## config.mk

```make
export PLATFORM = sky130hd
export DESIGN_NAME = seg7_reader_flat
export DESIGN_NICKNAME = d
export VERILOG_FILES = /design/src/rtl/seg7_reader_if.sv /design/src/rtl/seg7_reader.sv /design/src/flat_wrapper.sv
export SDC_FILE = /design/constraint.sdc
export NUM_CORES = 1
export LEC_CHECK = 0
export BUFFER_PORTS_ARGS = -buffer_cell sky130_fd_sc_hd__buf_2
export CORE_MARGIN = 2
export CORE_UTILIZATION = 30
export DETAILED_ROUTE_END_ITERATION = 6
export GPL_TIMING_DRIVEN = 0
export HOLD_SLACK_MARGIN = 0.1
export PLACE_DENSITY = 0.55
export SLEW_MARGIN = 0
export SYNTH_ARGS = -nofsm -noshare
export SYNTH_HDL_FRONTEND = slang
export SYNTH_SLANG_ARGS = --single-unit
```

## constraint.sdc

```tcl
create_clock -name clk -period 2.1 [get_ports clk]
set_clock_uncertainty 0.05 [all_clocks]
set_input_delay 0.42 -clock clk [delete_from_list [all_inputs] [get_ports clk]]
set_output_delay 0.42 -clock clk [all_outputs]
set_load 0.02 [all_outputs]
```

## src/rtl/seg7_reader_if.sv

```systemverilog
// Report channel of the segment reader: the decoded digit plus a valid/ready handshake.
interface seg7_reader_if;
    logic       out_valid;
    logic       out_ready;
    logic [2:0] out_code;
    logic       out_err;
    logic       out_dp;

    modport master (
        output out_valid,
        output out_code,
        output out_err,
        output out_dp,
        input  out_ready
    );

    modport slave (
        input  out_valid,
        input  out_code,
        input  out_err,
        input  out_dp,
        output out_ready
    );
endinterface

```

## src/rtl/seg7_reader.sv

```systemverilog
// Recovers the 3-bit digit code from an active-low 7-segment bus once the pattern is stable,
// reporting each new pattern once and counting illegal glyphs.
module seg7_reader #(
    parameter int unsigned STABLE_CYCLES = 4
) (
    input  logic                 clk,
    input  logic                 reset,
    input  logic [7:0]           seg_in,
    seg7_reader_if.master        out,
    output logic [7:0]           err_count
);

    localparam logic [7:0] CntMax = 8'(STABLE_CYCLES - 1);

    typedef enum logic [1:0] {
        StSettle,
        StHold,
        StWaitChange
    } state_e;

    state_e     state_q;
    logic [7:0] seg_q;
    logic [7:0] cnt_q;
    logic [7:0] last_pat_q;
    logic       out_valid_q;
    logic [2:0] out_code_q;
    logic       out_err_q;
    logic       out_dp_q;
    logic [7:0] err_count_q;

    logic [2:0] glyph_code;
    logic       glyph_legal;
    logic       glyph_blank;

    // Lookup ignores the decimal point; blank is neither legal nor an error.
    always_comb begin
        glyph_code  = 3'd0;
        glyph_legal = 1'b1;
        glyph_blank = 1'b0;
        case (seg_q[6:0])
            7'h40:   glyph_code = 3'd0;
            7'h79:   glyph_code = 3'd1;
            7'h24:   glyph_code = 3'd2;
            7'h30:   glyph_code = 3'd3;
            7'h19:   glyph_code = 3'd4;
            7'h12:   glyph_code = 3'd5;
            7'h02:   glyph_code = 3'd6;
            7'h78:   glyph_code = 3'd7;
            7'h7F: begin
                glyph_legal = 1'b0;
                glyph_blank = 1'b1;
            end
            default: glyph_legal = 1'b0;
        endcase
    end

    always_ff @(posedge clk) begin
        if (reset) begin
            state_q     <= StSettle;
            seg_q       <= 8'hFF;
            cnt_q       <= 8'd0;
            last_pat_q  <= 8'hFF;
            out_valid_q <= 1'b0;
            out_code_q  <= 3'd0;
            out_err_q   <= 1'b0;
            out_dp_q    <= 1'b0;
            err_count_q <= 8'd0;
        end else begin
            seg_q <= seg_in;
            if (seg_in != seg_q) begin
                cnt_q <= 8'd0;
            end else if (cnt_q != CntMax) begin
                cnt_q <= cnt_q + 8'd1;
            end

            case (state_q)
                StSettle: begin
                    if (cnt_q == CntMax) begin
                        last_pat_q <= seg_q;
                        if (glyph_blank) begin
                            state_q <= StWaitChange;
                        end else begin
                            out_valid_q <= 1'b1;
                            out_code_q  <= glyph_legal ? glyph_code : 3'd0;
                            out_err_q   <= ~glyph_legal;
                            out_dp_q    <= ~seg_q[7];
                            state_q     <= StHold;
                            if (!glyph_legal && err_count_q != 8'hFF) begin
                                err_count_q <= err_count_q + 8'd1;
                            end
                        end
                    end
                end
                StHold: begin
                    if (out_valid_q && out.out_ready) begin
                        out_valid_q <= 1'b0;
                        state_q     <= StWaitChange;
                    end
                end
                StWaitChange: begin
                    if (seg_q != last_pat_q) begin
                        state_q <= StSettle;
                    end
                end
                default: state_q <= StSettle;
            endcase
        end
    end

    assign out.out_valid = out_valid_q;
    assign out.out_code  = out_code_q;
    assign out.out_err   = out_err_q;
    assign out.out_dp    = out_dp_q;
    assign err_count     = err_count_q;

endmodule

```

## src/flat_wrapper.sv

```systemverilog
// flat-port wrapper written by rule: the top's interface ports become plain ports
module seg7_reader_flat 
#(
    parameter int unsigned STABLE_CYCLES = 4
)
  (clk, reset, seg_in, err_count, out_out_valid, out_out_code, out_out_err, out_out_dp, out_out_ready);
  seg7_reader_if out_i ();
  input  logic clk;
  input  logic reset;
  input  logic [7:0] seg_in;
  output logic [7:0] err_count;
  output wire logic [$bits(out_i.out_valid)-1:0] out_out_valid;
  output wire logic [$bits(out_i.out_code)-1:0] out_out_code;
  output wire logic [$bits(out_i.out_err)-1:0] out_out_err;
  output wire logic [$bits(out_i.out_dp)-1:0] out_out_dp;
  input wire logic [$bits(out_i.out_ready)-1:0] out_out_ready;
  assign out_out_valid = out_i.out_valid;
  assign out_out_code = out_i.out_code;
  assign out_out_err = out_i.out_err;
  assign out_out_dp = out_i.out_dp;
  assign out_i.out_ready = out_out_ready;
  seg7_reader #(.STABLE_CYCLES(STABLE_CYCLES)) u_core (.clk(clk), .reset(reset), .seg_in(seg_in), .out(out_i), .err_count(err_count));
endmodule
```

==> After elaboration in Yosys (flattened, before gate mapping) <==
Cells that the tools add are included.
{ "op_classes": {"n_eq_ne": 20, "n_mux": 13, "n_reduce_logical": 12, "n_addsub": 2, "n_bitwise": 3} }
{ "op_table": {"columns": ["op", "count"], "rows": [
  ["equality test 7 bit (second input constant)", 4],
  ["case mux 3 bit (7 select lines)", 1],
  ["adder 8 x 1 -> 8 bit (second input constant)", 2],
  ["inequality test 8 bit", 2],
  ["equality test 7 x 5 -> 1 bit (second input constant)", 2],
  ["equality test 7 x 6 -> 1 bit (second input constant)", 2],
  ["equality test 8 x 2 -> 1 bit (second input constant)", 1],
  ["2-to-1 mux 2 bit", 4],
  ["inequality test 8 x 2 -> 1 bit (second input constant)", 1],
  ["inequality test 8 bit (second input constant)", 1],
  ["AND reduction 4 bit", 2],
  ["OR reduction 8 bit", 1],
  ["equality test 7 x 2 -> 1 bit (second input constant)", 1],
  ["inequality test 2 x 1 -> 1 bit (second input constant)", 3],
  ["case mux 2 bit (3 select lines)", 1],
  ["AND reduction 3 bit", 2],
  ["2-to-1 mux 1 bit", 5],
  ["2-to-1 mux 3 bit", 1],
  ["inverter 1 bit", 3],
  ["equality test 2 x 1 -> 1 bit (second input constant)", 1],
  ["equality test 2 bit (second input constant)", 1],
  ["logical AND 1 bit", 2],
  ["logical NOT 2 bit", 1],
  ["inequality test 2 bit (second input constant)", 1],
  ["5 further kinds", 5]
]} }
{ "word_totals": {"reg_bits": 40, "inputBits": 11, "elab_cells": 59, "output_inout_bits": 14} }

==> Depth between registers and ports, before layout <==
{ "depth": {"ltp_word": 6, "depth_mapped": 7, "ltp_nobuf": 6} }

==> Worst setup path before layout <==
Ideal clock, no wire load.
{ "synth_path": {"path_type": "register to register", "start": "register u_core.cnt_q[0]", "end": "register u_core.err_count_q[7], in the netlist u_core.err_count[7]", "slack_ns": -0.143, "t_required_ns": 1.964, "setup_ns": 0.086, "path_buffers": 0, "path_stages_with_launch": 7, "arrival_ns": 2.106, "synth_period_minus_slack_ns": 2.243, "path_cell_list": "dfxtp_1 -> ha_1 -> or4b_4 -> nor2b_4 -> o2111ai_4 -> or4_1 -> a221oi_2"} }
{ "synth_via": {"elab_chain_len": 2} }
{ "synth_lines": {"columns": ["item", "line_no", "text"], "rows": [
  ["from (decl)", "seg7_reader.sv:23", "logic [7:0] cnt_q;"],
  ["from (signal assigned)", "seg7_reader.sv:73", "cnt_q <= cnt_q + 8'd1;"],
  ["equality test 8 x 2 -> 1 bit", "seg7_reader.sv:78", "if (cnt_q == CntMax) begin"],
  ["AND reduction 4 bit (no line)", null, null],
  ["to (signal assigned)", "seg7_reader.sv:89", "err_count_q <= err_count_q + 8'd1;"],
  ["to (decl)", "seg7_reader.sv:29", "logic [7:0] err_count_q;"]
]} }
No other way between the ends.
A chain may end at the register's enable or synchronous reset.

==> Worst setup path after layout <==
Same ends and word-level chain as after synthesis.

==> results.yml <==
run_status:
  status: "finished with violations"
  violations: "negative setup slack"
synthesis:
  avgSynthCellArea_um2: 9.06
  synth_ff_type: "dfxtp_1"
  synth-async-reset-ratio: 0
  synthMuxAreaShare: 0.0781
  synth.yosys.seq_area_share: 0.400
  yosys.area_share.simple: 0.268
  ys_warn_count: 0
  synth_nets: 234
  synth-edff-count: 0
  synth_compound_area_frac: 0.101
  synthXorXnorAreaFrac: 0.109
  syn-cell-area_mm2: 0.00200
  ys_ff_latch: 40
  synth.distinct_cells: 49
  synthCells: 221
  synthAdderAreaFrac: 0.0125
  synth_top_family_by_area: "simple AND/OR/NAND/NOR gates"
job:
  max_cap_viol_count: 0
power_and_ir_drop:
  ir_drop_mv: 0.280
  cellPowerDensity_mw_per_mm2: 607
  p_total_mw: 1.50
  leakage_nw: 0.967
grt:
  grt-busiest-layer: "met2"
  met1_usage: 0.175
  grt_util_met2: 0.191
  grt_pass1_wl_um: 7410
  gr-usage-met3: 0.0404
  grt_max_degree: 13
  grt_usage: 0.129
  grt_overflow: 0
  grt_pass1_vias: 1548
  antenna_found_initial: 0
worst_hold_path:
  min_to: "u_core.seg_q[7]"
  hp-start: "seg_in[7]"
  hold_class: "in -> reg"
  min_path_cells: 2
timing:
  finalWorstSetupSlack_ns: -0.0786
  hold_violations: 0
  setup_viol: 7
  whs_ns: 0.289
  fin_setup_tns_ns: -0.345
  finalCritPeriodShare: 1.04
  max_clock_freq_ghz: 0.459
  period_minus_slack_ns: 2.18
  grt_setup_unrepaired: "true"
  drv_slew: 0
  tightestPinTransition_ns: 0.597
  slew_headroom: 0.602
layout:
  fin_nets: 273
  n_fill_cell: 668
  layout_common_cells: "37 x dfxtp_1, 25 x buf_2, 24 x nor2_1, 15 x nand2_1, 15 x xor2_1"
  utilization: 0.388
  regArea_um2: 810
  area_growth_pct: 23.6
  finish.instance_area_mm2: 0.00248
  finalNonFillerCells: 338
  drive_gt1_frac: 0.287
  multi_input_area_mm2: 0.00121
  final_common_cell: "dfxtp_1"
  diodes: 0
setup_path:
  max_stage_delay_ns: 0.48
  crit_chain: "ha_4, or4b_4, nor2b_4, o2111ai_4, or4_4, a221oi_2"
  slowest_stage: "or4b_4"
  reg2reg_slack_ns: -0.08
  cp-start-kind: "register"
  reg2reg_from: "u_core.cnt_q[0]"
  arrival_ns: 2.34
  worstRegToRegCells: 6
  worst_r2r_endpoint: "u_core.err_count[7]"
  cp-end-kind: "register"
  path_class: "reg -> reg"
  critPathTopFamily: "simple AND/OR/NAND/NOR gates"
  required_ns: 2.27
  cp_num_buf_inv: 0
  critPathMaxFanout: 5
drt:
  wl_um: 4620
  vias: 1703
  drc: 0
  routed_via_density: 5.04
  antenna_left: 0
  wl_per_cell_um: 13.7
  drtIter0Drc: 83
  firstDrtPassIters: 4
floorplan:
  die_h_um: 85.7
  coreArea_mm2: 0.00639
  io_pins: 25
  start_util: 0.314
  row_count: 29
  die-area_mm2: 0.00735
  die_w_um: 85.7
placed_design:
  post_dp_cell_area_mm2: 0.00223
  dp_cells: 321
  port_buffers: 23
  gp_congestion: 0.776
  dp_hpwl_um: 3130
  place_ws_ns: -0.243
clocking:
  cts_tree: "built"
  htreeDepth: 2
  postCtsHoldBufs: 0
  clk_path_buf_depth: 2
  numCtsBuffers: 5
  clk_pin_slew_ns: 0.08
  clkLatencyLatePin_ns: 0.29
  cts-root-buf: "clkbuf_8"
  clkSinkCount: 40
state kept, by name (all words and copies together), names as in the netlist, 2 cells and up:
signal	count
u_core.state_q	2
u_core.err_count	8
u_core.last_pat_q	8
u_core.seg_q	8
u_core.out.out_code	3
u_core.cnt_q	8
report_power, final:
group          internal [mW]  total (mW)  switching, mW
logic                 0.0476       0.119         0.0717
clock network          0.346       0.615          0.269
registers              0.764       0.769        0.00567
synth_stat cells (all sizes together), types with 2 or more instances:
cell type / number / area share
clkbuf: 4 / 0.0075
xor2: 15 / 0.066
nand3b: 2 / 0.0075
or2: 9 / 0.028
mux2: 5 / 0.028
nor3: 6 / 0.015
a2111oi: 2 / 0.0087
nand4b: 2 / 0.0087
nor2b: 7 / 0.026
nand2: 15 / 0.028
buf: 8 / 0.020
xnor2: 10 / 0.044
a31oi: 2 / 0.0062
ha: 2 / 0.012
nor3b: 2 / 0.0075
o21ai: 3 / 0.0075
nor2: 24 / 0.045
and3: 3 / 0.0094
mux2i: 10 / 0.050
inv: 2 / 0.0037
nand3: 12 / 0.030
or4b: 2 / 0.012
nor4: 4 / 0.012
nand4: 5 / 0.016
dfxtp: 40 / 0.40
a21oi: 6 / 0.015
layout make-up:
class                           instances  area share
Tap cell                               77      0.0389
Clock inverter                          3      0.0152
Inverter                                2     0.00303
Sequential cell                        40       0.327
Timing Repair Buffer                   31      0.0707
Clock buffer                            5      0.0278
Buffer                                 12      0.0278
Multi-Input combinational cell        168       0.490
worst max path at each step:
stage,from,end,slack (ns),cells past startpoint
CTS,u_core.cnt_q[0],u_core.err_count[7],-0.1,6
global route,u_core.cnt_q[0],u_core.err_count[7],-0.19,6
floorplan,u_core.cnt_q[1],u_core.err_count[7],-0.07,6
global placement,u_core.seg_q[2],u_core.err_count[7],-0.21,6
finish,u_core.cnt_q[0],u_core.err_count[7],-0.08,6
detailed placement,u_core.seg_q[2],u_core.err_count[0],-0.24,6
kinds of logic (layout without fill, tap and decap cells):
logic type                 Yosys count  count (layout)
AOI/OAI and AO/OA                   26              27
xor gates and xnor gates            25              25
adders and majority gates            2               2
buffers and inverters               14              53
DFF                                 40              40
muxes                               15              15
and+or+nand+nor                     99              99
repair_timing:
action | 4_1_cts | 5_1_grt
resized for setup | 8 | 10
pin swaps | 5 | 4
setup endpoints to repair | 12 | 20
gates cloned | 1 | 0
setup buffers | 6 | 2
routing by layer:
metal,vias up,part of all wire
li1,863,-
met1,787,0.50
met2,48,0.41
met3,5,0.068
met4,0,0.015
met5,-,0
No activity file was read; power rests on OpenSTA's default activity.
